File: config.mk
export PLATFORM = sky130hd
export DESIGN_NAME = rst_sequencer
export DESIGN_NICKNAME = d
export VERILOG_FILES = /design/src/rtl/rst_sequencer.sv
export SDC_FILE = /design/constraint.sdc
export NUM_CORES = 1
export LEC_CHECK = 0
export ABC_AREA = 1
export CORE_MARGIN = 2
export CORE_UTILIZATION = 52
export CTS_BUF_LIST = sky130_fd_sc_hd__clkbuf_4 sky130_fd_sc_hd__clkbuf_8 sky130_fd_sc_hd__clkbuf_16
export CTS_CLUSTER_SIZE = 30
export DETAILED_ROUTE_END_ITERATION = 8
export MAX_ROUTING_LAYER = met4
export PLACE_DENSITY = 0.77
export SKIP_LAST_GASP = 1
export SYNTH_ARGS = -nofsm -noshare
export SYNTH_HDL_FRONTEND = slang
export SYNTH_SLANG_ARGS = --single-unit
File: constraint.sdc
create_clock -name clk -period 1.7 [get_ports clk]
set_input_delay 0.17 -clock clk [delete_from_list [all_inputs] [get_ports clk]]
set_output_delay 0.17 -clock clk [all_outputs]
set_load 0.05 [all_outputs]
File: src/rtl/rst_sequencer.sv
// rtl/rst_sequencer.sv - reset synchroniser, stretch timer and staggered per-channel reset release
module rst_sequencer #(
    parameter int SYNC_STAGES    = 2,
    parameter int STRETCH_CYCLES = 16,
    parameter int NUM_CH         = 3,
    parameter int CH_GAP         = 4
) (
    input  logic              clk,
    input  logic              RST_n,
    input  logic              sw_rst_req,
    output logic [NUM_CH-1:0] rst_n_ch,
    output logic              rst_done,
    output logic              last_sw_rst
);

    localparam int CNT_MAX = (STRETCH_CYCLES > CH_GAP) ? STRETCH_CYCLES : CH_GAP;
    localparam int CW      = $clog2(CNT_MAX + 1);

    typedef enum logic [1:0] {HOLD, STRETCH, SEQ, RUN} state_t;

    logic [SYNC_STAGES-1:0] sync_q;
    state_t                 state_q, state_d;
    logic [CW-1:0]          cnt_q, cnt_d;
    logic [NUM_CH-1:0]      ch_q, ch_d;
    logic                   done_q, done_d;
    logic                   last_sw_q, last_sw_d;

    logic              sync_rise;
    logic [NUM_CH-1:0] ch_next;
    logic              last_rel;
    logic              stretch_end;
    logic              gap_end;
    logic              sw_take;

    // HOLD leaves on the edge where the chain output itself rises, so channel 0
    // can release at edge SYNC_STAGES + STRETCH_CYCLES.
    assign sync_rise   = sync_q[SYNC_STAGES-2] & ~sync_q[SYNC_STAGES-1];
    assign ch_next     = (ch_q << 1) | NUM_CH'(1);
    assign last_rel    = ch_next[NUM_CH-1];
    assign stretch_end = (int'(cnt_q) == STRETCH_CYCLES);
    assign gap_end     = (int'(cnt_q) == CH_GAP - 1);
    assign sw_take     = sw_rst_req && (state_q != HOLD);

    always_ff @(negedge clk or negedge RST_n) begin
        if (!RST_n) begin
            sync_q    <= '0;
            state_q   <= HOLD;
            cnt_q     <= '0;
            ch_q      <= '0;
            done_q    <= 1'b0;
            last_sw_q <= 1'b0;
        end else begin
            sync_q    <= {sync_q[SYNC_STAGES-2:0], 1'b1};
            state_q   <= state_d;
            cnt_q     <= cnt_d;
            ch_q      <= ch_d;
            done_q    <= done_d;
            last_sw_q <= last_sw_d;
        end
    end

    always_comb begin
        state_d = state_q;
        case (state_q)
            HOLD: begin
                if (sync_rise) begin
                    if (STRETCH_CYCLES == 0) state_d = last_rel ? RUN : SEQ;
                    else                     state_d = STRETCH;
                end
            end
            STRETCH: if (stretch_end)         state_d = last_rel ? RUN : SEQ;
            SEQ:     if (gap_end && last_rel) state_d = RUN;
            default: state_d = state_q;
        endcase
        if (sw_take) state_d = STRETCH;
    end

    // A software restart enters STRETCH with the counter at 0 while the
    // pushbutton path pre-counts its entry edge, giving the extra cycle of hold.
    always_comb begin
        cnt_d     = cnt_q + CW'(1);
        ch_d      = ch_q;
        last_sw_d = last_sw_q;
        done_d    = (state_q == RUN) && (state_d == RUN);
        case (state_q)
            HOLD: begin
                cnt_d = '0;
                if (sync_rise) begin
                    if (STRETCH_CYCLES == 0) ch_d  = ch_next;
                    else                     cnt_d = CW'(1);
                end
            end
            STRETCH: begin
                if (stretch_end) begin
                    cnt_d = '0;
                    ch_d  = ch_next;
                end
            end
            SEQ: begin
                if (gap_end) begin
                    cnt_d = '0;
                    ch_d  = ch_next;
                end
            end
            default: cnt_d = '0;
        endcase
        if (sw_take) begin
            cnt_d     = '0;
            ch_d      = '0;
            last_sw_d = 1'b1;
        end
    end

    assign rst_n_ch    = ch_q;
    assign rst_done    = done_q;
    assign last_sw_rst = last_sw_q;

endmodule
==> out/metrics.yaml <==
yosysSeqAreaShare: 0.498
cp-end-kind: "primary output"
synth_top_area_frac: 0.498
start_kind: "flop"
worstSkewPairLatency_ns: 0.28
postSynthAreaPerCell_sq_um: 8.47
crit_fanout: 2
violations: "setup timing"
max-cap-violations: 0
synth_top_area_cell: "dfrtn_1"
hold_violations: 0
path_cells: "buf_12"
cts-buffers-inserted: 3
start_util: 0.547
nFillCells: 96
place.gp.congestion: 0.869
timing.rr.end: "rst_n_ch[2]"
synth.area.mux_share: 0
hp-start: "sync_q[0]"
synth_compound_area_frac: 0.0160
rsz0062_at_grt: "true"
regArea_sq_um: 350
reg2reg_setup_slack_ns: 0.31
timing.setup.tns_ns: -1.06
synth_top_family_by_area: "simple AND/OR/NAND/NOR gates"
cts_tree: "built"
cts_root_buffer: "clkbuf_4"
viasPerCell: 5.07
worst_slack_ns: -0.224
cpLargestDelayFamily: "flip-flops"
path_clk_slew_ns: 0.05
final_cell_count_no_fill: 115
pin_count: 8
firstDrtPassIters: 5
dp_cells: 109
report.final.slew_viol_count: 0
rows: 13
grt_pass1_wl_um: 2160
ys_seq_elements: 14
core_sq_um: 1280
synth-simple-area-share: 0.338
synthCells: 83
synth_warnings: 0
grt_max_degree: 15
layout_commonest_cell: "dfrtn_1"
htree_levels: 1
overflow: 0
status: "finished, violations left"
drt_iter0_drc: 10
slowest_stage: "dfrtn_1"
dieArea_sq_um: 1660
hold-path-endpoint: "sync_q[1]"
rr_worst_depth: 8
finClkSkew_ns: 0.00198
multi_input_area_sq_um: 312
syn_to_final_growth_pct: 33.1
critPathMaxStageDelay_ns: 0.47
clk_path_buf_depth: 2
die_h_um: 40.8
io_buffers: 7
setup_viol: 5
ys_types: 19
antenna_found_initial: 0
hold_depth: 0
drc: 0
routedWlPerCell_um: 11.5
cts_hold_buf: 0
p_total_mw: 0.589
via_count: 583
routed_wl_um: 1330
die_w_um: 40.8
worstHoldPathType: "flop to flop"
synth_area_sq_um: 703
ant_nets: 0
final_cell_mix: "14 x dfrtn_1, 12 x nand2_1, 10 x nor2_1"
nets: 107
antenna_cells: 0
hpwl_um: 992
synth-xor-area-share: 0.0374
ir_drop_mv: 0.569
p_leak_nw: 0.464
track_usage: 0.218
drive_gt1_frac: 0.320
grt_pass1_vias: 528
path_buf_inv: 1
cp_data_arrival_time_ns: 1.75
synth_nets: 88
synth_area_leaders: "dfrtn_1 50%, nand2_1 7.5%, nor2_1 5.9%, inv_1 5.3%, nand3_1 5.0%"
critical_path_class: "flop to primary output"
r2r_start: "cnt_q[0]"
cts.sinks: 14
cellPowerDensity_nw_per_um2: 629
cp_data_required_time_ns: 1.53
synth_fa_ha_area_frac: 0.0356
what timing repair did:
action	4_1_cts	5_1_grt
setup buffers	2	1
resized for setup	4	1
setup endpoints to repair	15	6
worst max-delay path by stage:
stage / start / endpoint / slack [ns] / cells after the start
global route: rst_n_ch[1] / rst_n_ch[1] / -0.25 / 1
floorplan: rst_n_ch[1] / rst_n_ch[1] / -0.01 / 0
detailed placement: sw_rst_req / rst_n_ch[2] / -0.48 / 6
global placement: sw_rst_req / rst_n_ch[2] / -0.46 / 6
finish: rst_n_ch[0] / rst_n_ch[0] / -0.22 / 1
CTS: rst_n_ch[1] / rst_n_ch[1] / -0.23 / 1
where the power goes:
| group | switching (mW) | internal (mW) |
|---|---|---|
| Clock | 0.100 | 0.0823 |
| Sequential | 0.00633 | 0.344 |
| Combinational | 0.0301 | 0.0257 |
| Total | 0.137 | 0.452 |
cells by family (layout without fill, tap and decap cells):
group,count (synthesis),count (layout)
buffers and inverters,13,30
xor gates and xnor gates,3,3
other,1,1
AOI/OAI and AO/OA,2,2
and+or+nand+nor,48,48
DFF,14,14
adders and majority gates,2,2
registers in the layout, indices dropped and copies added, names as in the netlist:
register and flops:
rst_n_ch 3, last_sw_rst 1, rst_done 1, state_q 2, cnt_q 5, sync_q 2
synthesized netlist by cell type (all sizes together):
master	number
ha	2
conb	1
nor2	14
or2	1
o22ai	1
nand3	9
nand3b	1
nand2	18
inv	13
xor2	2
xnor2	1
o21ai	1
nand4	4
dfrtn	14
and3	1
metal layers:
layer  part of all wire  track usage
met4              0.030        0.150
met3              0.050       0.0489
met2               0.48        0.333
met1               0.44        0.253
met5                  0            -
through the flow:
step                      hold slack [ns]  utilization  setup WS, ns  instance area, sq um
after floorplan                     0.314            -      -0.00989                   703
after global placement              0.326        0.688        -0.459                   885
after detailed placement            0.332        0.688        -0.478                   885
after CTS                           0.332        0.721        -0.233                   926
after global routing                0.357        0.728        -0.255                   936
final                               0.326        0.728        -0.224                   936
final cells by class:
cell class,instances,area share
repair buffers,14,0.197
multi-input cells,56,0.333
well taps,15,0.0201
inverters,13,0.0521
clock buffers,3,0.0241
flip-flops and latches,14,0.374
Power figures use the tool's default switching activity.
